$ cat config.mk
export PLATFORM = sky130hd
export DESIGN_NAME = vote_tally
export DESIGN_NICKNAME = d
export VERILOG_FILES = /design/src/rtl/vote_pkg.sv /design/src/rtl/vote_popcount.sv /design/src/rtl/vote_tally.sv
export SDC_FILE = /design/constraint.sdc
export NUM_CORES = 1
export LEC_CHECK = 0
export CAP_MARGIN = 20
export CORE_MARGIN = 3
export CORE_UTILIZATION = 30
export DETAILED_ROUTE_END_ITERATION = 10
export PLACE_DENSITY_LB_ADDON = 0.1
export RECOVER_POWER = 50
export SLEW_MARGIN = 25
export SYNTH_ARGS = -nofsm -noshare
export SYNTH_HDL_FRONTEND = slang
export SYNTH_SLANG_ARGS = --single-unit
$ cat constraint.sdc
create_clock -name clk -period 5.9 [get_ports clk]
set_input_delay 0.885 -clock clk [delete_from_list [all_inputs] [get_ports clk]]
set_output_delay 0.885 -clock clk [all_outputs]
set_load 0.01 [all_outputs]
$ cat src/rtl/vote_pkg.sv
// Shared types and helpers for the vote_tally block.
// Helpers operate on 64-bit vectors so one definition serves every parameterisation.
package vote_pkg;

  typedef enum logic [1:0] {
    IDLE    = 2'd0,
    COLLECT = 2'd1,
    DECIDE  = 2'd2,
    DONE    = 2'd3
  } state_t;

  function automatic logic is_onehot(input logic [63:0] v);
    return (v != 64'd0) && ((v & (v - 64'd1)) == 64'd0);
  endfunction

  function automatic logic [63:0] onehot_of(input int unsigned index, input int unsigned width);
    logic [63:0] r;
    r = 64'd0;
    if (index < width && index < 64) r = 64'd1 << index;
    return r;
  endfunction

endpackage

$ cat src/rtl/vote_popcount.sv
// Counts the set bits of an N-bit vector; one instance per option forms the tally increment.
module vote_popcount #(
  parameter int N = 5,
  localparam int CW = $clog2(N + 1)
) (
  input  logic [N-1:0]  bits,
  output logic [CW-1:0] count
);

  always_comb begin
    count = '0;
    for (int i = 0; i < N; i++) count = count + CW'(bits[i]);
  end

endmodule

$ cat src/rtl/vote_tally.sv
// Collects one-hot ballots over a bounded window, then scans the per-option tallies
// one option per cycle to report winner, count, majority and tie.
module vote_tally
  import vote_pkg::*;
#(
  parameter int N_VOTERS  = 5,
  parameter int N_OPTIONS = 3,
  parameter int TIMEOUT   = 64,
  localparam int CW = $clog2(N_VOTERS + 1)
) (
  input  logic                          clk,
  input  logic                          rst,
  input  logic                          start,
  input  logic [N_VOTERS-1:0]           vote_valid,
  input  logic [N_VOTERS*N_OPTIONS-1:0] vote_data,
  output logic                          busy,
  output logic                          done,
  output logic [N_OPTIONS-1:0]          winner,
  output logic [CW-1:0]                 winner_count,
  output logic                          majority,
  output logic                          tie,
  output logic [N_VOTERS-1:0]           voted_mask,
  output logic [N_VOTERS-1:0]           invalid_mask,
  output logic                          timed_out
);

  localparam int TW = $clog2(TIMEOUT + 1);
  localparam int SW = $clog2(N_OPTIONS);
  localparam logic [CW-1:0] HALF = CW'(N_VOTERS / 2);

  localparam logic [1:0] ST_IDLE    = IDLE;
  localparam logic [1:0] ST_COLLECT = COLLECT;
  localparam logic [1:0] ST_DECIDE  = DECIDE;
  localparam logic [1:0] ST_DONE    = DONE;

  logic [1:0]           state_reg;
  logic [TW-1:0]        timer_reg;
  logic [SW-1:0]        scan_reg;
  logic [CW-1:0]        tally_reg [N_OPTIONS];
  logic [CW-1:0]        best_cnt_reg;
  logic [SW-1:0]        best_idx_reg;
  logic                 tie_scan_reg;
  logic [N_VOTERS-1:0]  voted_reg;
  logic [N_VOTERS-1:0]  invalid_reg;
  logic                 timed_out_reg;
  logic                 done_reg;
  logic [N_OPTIONS-1:0] winner_reg;
  logic [CW-1:0]        winner_count_reg;
  logic                 majority_reg;
  logic                 tie_reg;

  logic [N_VOTERS-1:0]                 accept;
  logic [N_VOTERS-1:0]                 ballot_ok;
  logic [N_OPTIONS-1:0][N_VOTERS-1:0]  hit;
  logic [CW-1:0]                       inc [N_OPTIONS];

  genvar gi, gv;
  generate
    for (gv = 0; gv < N_VOTERS; gv++) begin : g_voter
      assign accept[gv]    = vote_valid[gv] & ~voted_reg[gv];
      assign ballot_ok[gv] = accept[gv] & is_onehot(64'(vote_data[gv*N_OPTIONS +: N_OPTIONS]));
    end
    for (gi = 0; gi < N_OPTIONS; gi++) begin : g_option
      for (gv = 0; gv < N_VOTERS; gv++) begin : g_hit
        assign hit[gi][gv] = ballot_ok[gv] & vote_data[gv*N_OPTIONS + gi];
      end
      vote_popcount #(.N(N_VOTERS)) u_popcount (
        .bits  (hit[gi]),
        .count (inc[gi])
      );
    end
  endgenerate

  logic [N_VOTERS-1:0]  voted_next;
  logic                 all_in, at_limit, last_opt;
  logic [CW-1:0]        cur_tally, best_cnt_next;
  logic [SW-1:0]        best_idx_next;
  logic                 tie_next;
  logic [N_OPTIONS-1:0] winner_next;

  always_comb begin
    voted_next    = voted_reg | vote_valid;
    all_in        = &voted_next;
    at_limit      = (timer_reg == TW'(TIMEOUT - 1));
    last_opt      = (scan_reg == SW'(N_OPTIONS - 1));
    cur_tally     = tally_reg[scan_reg];
    best_cnt_next = best_cnt_reg;
    best_idx_next = best_idx_reg;
    tie_next      = tie_scan_reg;
    // Strictly-greater replacement keeps the lowest index on equal tallies.
    if (cur_tally > best_cnt_reg) begin
      best_cnt_next = cur_tally;
      best_idx_next = scan_reg;
      tie_next      = 1'b0;
    end else if (cur_tally == best_cnt_reg && best_cnt_reg != '0) begin
      tie_next = 1'b1;
    end
    winner_next = (best_cnt_next == '0) ? '0
                : N_OPTIONS'(onehot_of(32'(best_idx_next), N_OPTIONS));
  end

  always_ff @(posedge clk) begin
    if (rst) begin
      state_reg        <= ST_IDLE;
      timer_reg        <= '0;
      scan_reg         <= '0;
      for (int j = 0; j < N_OPTIONS; j++) tally_reg[j] <= '0;
      best_cnt_reg     <= '0;
      best_idx_reg     <= '0;
      tie_scan_reg     <= 1'b0;
      voted_reg        <= '0;
      invalid_reg      <= '0;
      timed_out_reg    <= 1'b0;
      done_reg         <= 1'b0;
      winner_reg       <= '0;
      winner_count_reg <= '0;
      majority_reg     <= 1'b0;
      tie_reg          <= 1'b0;
    end else begin
      done_reg <= 1'b0;
      case (state_reg)
        ST_IDLE, ST_DONE: begin
          if (start) begin
            state_reg     <= ST_COLLECT;
            timer_reg     <= '0;
            for (int j = 0; j < N_OPTIONS; j++) tally_reg[j] <= '0;
            voted_reg     <= '0;
            invalid_reg   <= '0;
            timed_out_reg <= 1'b0;
          end
        end
        ST_COLLECT: begin
          timer_reg   <= timer_reg + TW'(1);
          voted_reg   <= voted_next;
          invalid_reg <= invalid_reg | (accept & ~ballot_ok);
          for (int j = 0; j < N_OPTIONS; j++) tally_reg[j] <= tally_reg[j] + inc[j];
          if (all_in || at_limit) begin
            state_reg     <= ST_DECIDE;
            timed_out_reg <= at_limit & ~all_in;
            scan_reg      <= '0;
            best_cnt_reg  <= '0;
            best_idx_reg  <= '0;
            tie_scan_reg  <= 1'b0;
          end
        end
        ST_DECIDE: begin
          scan_reg     <= scan_reg + SW'(1);
          best_cnt_reg <= best_cnt_next;
          best_idx_reg <= best_idx_next;
          tie_scan_reg <= tie_next;
          if (last_opt) begin
            state_reg        <= ST_DONE;
            done_reg         <= 1'b1;
            winner_reg       <= winner_next;
            winner_count_reg <= best_cnt_next;
            majority_reg     <= (best_cnt_next > HALF);
            tie_reg          <= tie_next;
          end
        end
        default: state_reg <= ST_IDLE;
      endcase
    end
  end

  assign busy         = (state_reg == ST_COLLECT) || (state_reg == ST_DECIDE);
  assign done         = done_reg;
  assign winner       = winner_reg;
  assign winner_count = winner_count_reg;
  assign majority     = majority_reg;
  assign tie          = tie_reg;
  assign voted_mask   = voted_reg;
  assign invalid_mask = invalid_reg;
  assign timed_out    = timed_out_reg;

endmodule
======== Yosys cells after proc, flatten, opt, wreduce, memory -nomap -nowiden ========
Memories as Yosys holds them, arrays and structs flattened. A register that Yosys moved wholly into a read port is not among the register bits.
Index checks and enable logic that the tools add are counted.
word-level totals
  logic and storage cells ................. 172
  register bits ........................... 37
  memories kept ........................... 1
  output and inout bits ................... 21
  RAM bits ................................ 9
memory list
  memory     depth  bits a word  rd ports  clocked after Yosys merged registers in  write ports  RTL line          text
  tally_reg  3      3            4         1                                        3            vote_tally.sv:39  logic [CW-1:0] tally_reg [N_OPTIONS];
cells by class
  bitwise gates (word level) .............. 48
  order comparisons ....................... 3
  shifts and indexed selects .............. 1
  equal/unequal tests ..................... 9
  reduce and logical (&&, ||, !) cells .... 31
  add/sub/neg operators ................... 22
  mux-type cells .......................... 43
operator list
  kind                 number
  $and 3x64->64        5
  $logic_not 64->1     5
  $mux 3               10
  $add 3x1->3          9
  $and 1x1->1          26
  $pmux 5 s2           2
  $sub 3x1->4 const B  5
  $reduce_bool 3->1    6
  $mux 1               15
  $mux 2               7
  $pmux 7 s2           1
  $or 5x5->5           2
  $add 3x3->3          3
  $pmux 2 s2           2
  $add 7x1->7 const B  1
  $eq 7x6->1 const B   1
  $mux 7               1
  $not 1->1            7
  $add 1x1->2          3
  $eq 2x2->1 const B   3
  $logic_and 1x1->1    6
  $ne 2x2->1 const B   3
  $or 1x1->1           6
  $pmux 2 s3           1
  other kinds (20)     27

======== Depth between registers and ports, before layout ========
  depth after elaboration ................. 12
  depth in mapped cells ................... 10
  mapped depth without buffers ............ 10

======== Modules after synthesis ========
From an unflattened synthesis, not the netlist that was laid out.
unflattened totals
  cell total of the unflattened synthesis .. 328
  area, all modules ....................... 2792.7 um2
modules (own cells, without submodules)
  module         cells each  instances  seq. area each (um2)  area each (um2)
  vote_tally     304         1          1051.0                2578.7
  vote_popcount  8           3          0.0                   71.3

======== Least setup slack after synthesis ========
No wires, ideal clock.
  path kind ............................... input -> register
  from .................................... input port vote_data[1]
  to ...................................... memory tally_reg[1][2] (netlist bit), data pin
  setup slack ............................. 2.283 ns
  setup time .............................. 0.254 ns
  arrival ................................. 3.362 ns
  stages on the path ...................... 10
  required time ........................... 5.646 ns
  cells stage by stage .................... xor2_1 o21ai_0 nor3_1 ha_1 fa_1 fa_1 fa_1 xor2_1 xnor2_1 nor2_1
RTL lines
  what         RTL line          text
  from (decl)  vote_tally.sv:15  input logic [N_VOTERS*N_OPTIONS-1:0] vote_data,
  to (decl)    vote_tally.sv:39

==> flow_results.xml <==
<?xml version="1.0" encoding="UTF-8"?>
<metrics>
  <group name="placement">
    <metric name="buffer_ports.inserted" unit="">43</metric>
    <metric name="globalplace.congestion" unit="">0.755</metric>
    <metric name="placed_area" unit="sq um">3320</metric>
    <metric name="place.detailed.hpwl" unit="mm">4.82</metric>
    <metric name="detailedPlace.worstSlack" unit="ns">1.61</metric>
    <metric name="numPlacedInstances" unit="">452</metric>
  </group>
  <group name="setup_path">
    <metric name="crit_chain" unit="">clkdlybuf4s50_1 -&gt; xor2_1 -&gt; o21ai_0 -&gt; nor3_1 -&gt; ha_1 -&gt; fa_1 -&gt; fa_1 -&gt; fa_1 -&gt; xor2_1 -&gt; xnor2_1 -&gt; nor2_1</metric>
    <metric name="cpLargestDelayFamily" unit="">adder cells</metric>
    <metric name="crit_required" unit="ns">5.96</metric>
    <metric name="critical_path.max_fanout" unit="">4</metric>
    <metric name="critical-path-max-stage-delay" unit="ns">0.49</metric>
    <metric name="critical-path-top-cell-by-count" unit="">fa_1</metric>
    <metric name="worst_setup_path_start_kind" unit="">input pin</metric>
    <metric name="worst_path_max_delay_cell" unit="">fa_1</metric>
    <metric name="worstSetupPathType" unit="">input pin to flop</metric>
    <metric name="timing.critical_path.to_type" unit="">flop</metric>
    <metric name="arrival" unit="ns">4.01</metric>
    <metric name="cp_num_buf_inv" unit="">1</metric>
  </group>
  <group name="power">
    <metric name="seq_power_share" unit="%">35.8</metric>
    <metric name="power.share.clock" unit="%">18.5</metric>
    <metric name="irDropWorstVdd" unit="mV">0.166</metric>
    <metric name="pwr-share-comb" unit="%">45.7</metric>
    <metric name="netSwitchingPower" unit="mW">0.494</metric>
    <metric name="power.switching_fraction" unit="%">40.5</metric>
    <metric name="totalPowerFinal" unit="mW">1.22</metric>
    <metric name="intPower" unit="mW">0.724</metric>
    <metric name="p_leak" unit="nW">1.38</metric>
    <metric name="pwr_density_cell" unit="nW/um^2">357</metric>
  </group>
  <group name="cells_and_area">
    <metric name="non_filler_instances" unit="">460</metric>
    <metric name="finalCoreUtilization" unit="%">38.6</metric>
    <metric name="final_net_count" unit="">397</metric>
    <metric name="ratio_of_cells_with_drive_above_1_in_the_final_layout" unit="%">7.39</metric>
    <metric name="flow.area_growth_from_synthesis" unit="%">23.0</metric>
    <metric name="largest_register_ff_count" unit="">9</metric>
    <metric name="num_antenna_cells" unit="">0</metric>
    <metric name="final_cell_area" unit="sq um">3410</metric>
  </group>
  <group name="job">
    <metric name="max_cap_viol_count" unit="">0</metric>
  </group>
  <group name="synthesis">
    <metric name="synthCells" unit="">308</metric>
    <metric name="postSynthAreaPerCell" unit="sq um">9.01</metric>
    <metric name="synth.top_cells.by_area" unit="">dfxtp_1 (28%), edfxtp_1 (9.7%), fa_1 (6.5%)</metric>
    <metric name="async_sr_flop_fraction" unit="%">0</metric>
    <metric name="synth_ff_type" unit="">dfxtp_1</metric>
    <metric name="yosysSeqAreaShare" unit="%">37.9</metric>
    <metric name="synth_enable_flop_cells" unit="">9</metric>
    <metric name="yosysUniqueCellTypes" unit="">48</metric>
    <metric name="cell_accounting_for_the_most_synthesized_area" unit="">dfxtp_1</metric>
    <metric name="yosys_warnings" unit="">0</metric>
    <metric name="syn_nets" unit="">354</metric>
    <metric name="mappedNetlistArea" unit="sq um">2780</metric>
    <metric name="yosys.area.top_type_share" unit="%">28.1</metric>
    <metric name="synthMostInstantiatedCell" unit="">dfxtp_1</metric>
    <metric name="most_numerous_cell_types_in_the_synthesized_netlist" unit="">dfxtp_1 (39), nor2_1 (38), inv_1 (25)</metric>
    <metric name="synth-seq-cells" unit="">48</metric>
  </group>
  <group name="timing">
    <metric name="fin_crit_sh" unit="%">66.9</metric>
    <metric name="worst_hold_slack" unit="ns">0.469</metric>
    <metric name="tns" unit="ns">0</metric>
    <metric name="least_margin_pin_slew" unit="ns">1.39</metric>
    <metric name="setup_viol" unit="">0</metric>
    <metric name="hold_viol_final" unit="">0</metric>
    <metric name="grt_setup_unrepaired" unit="">false</metric>
    <metric name="clock.fmax" unit="MHz">253</metric>
    <metric name="maxSlewHeadroom" unit="%">7.62</metric>
    <metric name="timing.final.ws_setup" unit="ns">1.95</metric>
    <metric name="clock-skew-final" unit="ns">0.0153</metric>
    <metric name="period_needed" unit="ns">3.95</metric>
    <metric name="timing.final.max_slew_violations" unit="">0</metric>
  </group>
  <group name="floorplanning">
    <metric name="start_util" unit="%">31.4</metric>
    <metric name="top_level_ports" unit="">44</metric>
    <metric name="rows" unit="">34</metric>
    <metric name="die-width" unit="microns">102</metric>
    <metric name="die_y" unit="microns">102</metric>
    <metric name="floorplan.die_area" unit="sq um">10400</metric>
    <metric name="design.core.area" unit="sq um">8850</metric>
  </group>
  <group name="clock_network">
    <metric name="post_cts.repair.setup_buffers" unit="">0</metric>
    <metric name="ctsHtreeMaxLevel" unit="">2</metric>
    <metric name="clock_sink_count" unit="">48</metric>
    <metric name="worstSkewPairLatency" unit="ns">0.31</metric>
    <metric name="total_clock_buffers_created_by_cts" unit="">5</metric>
    <metric name="clock_path_buffers" unit="">2</metric>
    <metric name="cts_tree" unit="">built</metric>
    <metric name="cts_root_buf" unit="">clkbuf_8</metric>
    <metric name="holdBufCountCts" unit="">0</metric>
    <metric name="post_cts_resized" unit="">0</metric>
    <metric name="clk_transition_reported_paths" unit="ns">0.10</metric>
  </group>
  <group name="drt">
    <metric name="drt-total-wl" unit="mm">6.11</metric>
    <metric name="viasPerCell" unit="">4.76</metric>
    <metric name="detail_route.first_pass.iterations" unit="">4</metric>
    <metric name="dr_wl_met3" unit="microns">225</metric>
    <metric name="antenna_violating_nets_post_route" unit="">0</metric>
    <metric name="m1WireLength" unit="mm">3.09</metric>
    <metric name="drt_iter0_markers" unit="">59</metric>
    <metric name="wl_met2" unit="mm">2.73</metric>
    <metric name="wl_per_cell" unit="microns">13.3</metric>
    <metric name="vias" unit="">2191</metric>
    <metric name="drc" unit="">0</metric>
    <metric name="maxUsedRoutingLayer" unit="">met4</metric>
  </group>
  <group name="grt">
    <metric name="grt_antenna_before_repair" unit="">0</metric>
    <metric name="vias_in_the_first_global_route" unit="">2143</metric>
    <metric name="global_route_wire_length_before_repair" unit="mm">10.5</metric>
    <metric name="grt_overflow" unit="">0</metric>
    <metric name="maximum_number_of_pins_on_one_net_before_global_route_repair" unit="">33</metric>
    <metric name="track_usage" unit="%">12.7</metric>
  </group>
  <group name="status">
    <metric name="outcome" unit="">finished clean</metric>
  </group>
  <group name="min_path">
    <metric name="hold_path_class" unit="">flop to flop</metric>
  </group>
</metrics>
## final timing paths
check | from | endpoint | slack, ns | cells after the start
hold / removal | tie$_SDFFE_PP0P_ | tie$_SDFFE_PP0P_ | 0.47 | 2
setup / recovery | vote_data[1] | tally_reg[1][2]$_SDFFCE_PN0P_ | 1.95 | 11
hold reg to reg | tie$_SDFFE_PP0P_ | tie$_SDFFE_PP0P_ | 0.47 | 2
setup reg to reg | voted_mask[1]$_SDFFE_PP0P_ | tally_reg[1][2]$_SDFFCE_PN0P_ | 2.82 | 9
## per-layer routing
layer  vias to the layer above  global-route usage [%]
met4                         0                    3.63
met2                        35                    19.0
met3                         7                    3.07
li1                       1140                       -
met5                         -                       0
met1                      1009                    18.3
## power by group through the flow
stage               clock, mW  combinational (mW)  sequential, mW
floorplan                   0               0.405           0.439
global placement            0               0.570           0.444
detailed placement          0               0.569           0.445
CTS                     0.236               0.571           0.438
global route            0.250               0.627           0.447
finish                  0.225               0.557           0.436
## placed cells by master (no fill, tap or decap), drive strengths merged, types with 4 or more instances in the layout
cell           Yosys  final
nand3b             4      4
dfxtp             39     39
nor2              38     38
inv               25     26
o41ai              5      5
mux2i              4      4
nor3              22     22
xnor2              4      4
or3                4      4
nand3              6      6
dlygate4sd3        0     18
xor2              10     10
edfxtp             9      9
a21oi             25     25
ha                14     14
fa                 9      9
and2               7      7
nand2b             6      6
clkdlybuf4s50      0     25
o21ai             19     19
clkbuf             6      8
nand2             20     20
## cell families after synthesis
logic type	share of synthesized area, %
fa+ha+maj	12.8
flops	37.9
buf+inv	5.09
simple gates	21.2
mux	3.56
compound gates	15.0
xor+xnor	4.42
## final cells by class
cell class | count | area (sq um)
fillers | 918 | 5440
well taps | 108 | 135
inverters | 25 | 93.8
clock inverters | 2 | 11.3
multi-input cells | 225 | 1580
flip-flops and latches | 48 | 1050
clock buffers | 6 | 93.8
repair buffers | 46 | 445
## worst register-to-register path, delay by kind of cell (launching register included)
| kind | cells | cell delay, ns |
|---|---|---|
| XOR/XNOR | 2 | 0.33 |
| flip-flops | 1 | 0.35 |
| adder cells (fa/ha/maj) | 4 | 1.61 |
| AND/OR/NAND/NOR | 3 | 0.55 |
Note: power is estimated with default switching activity, not from simulation.
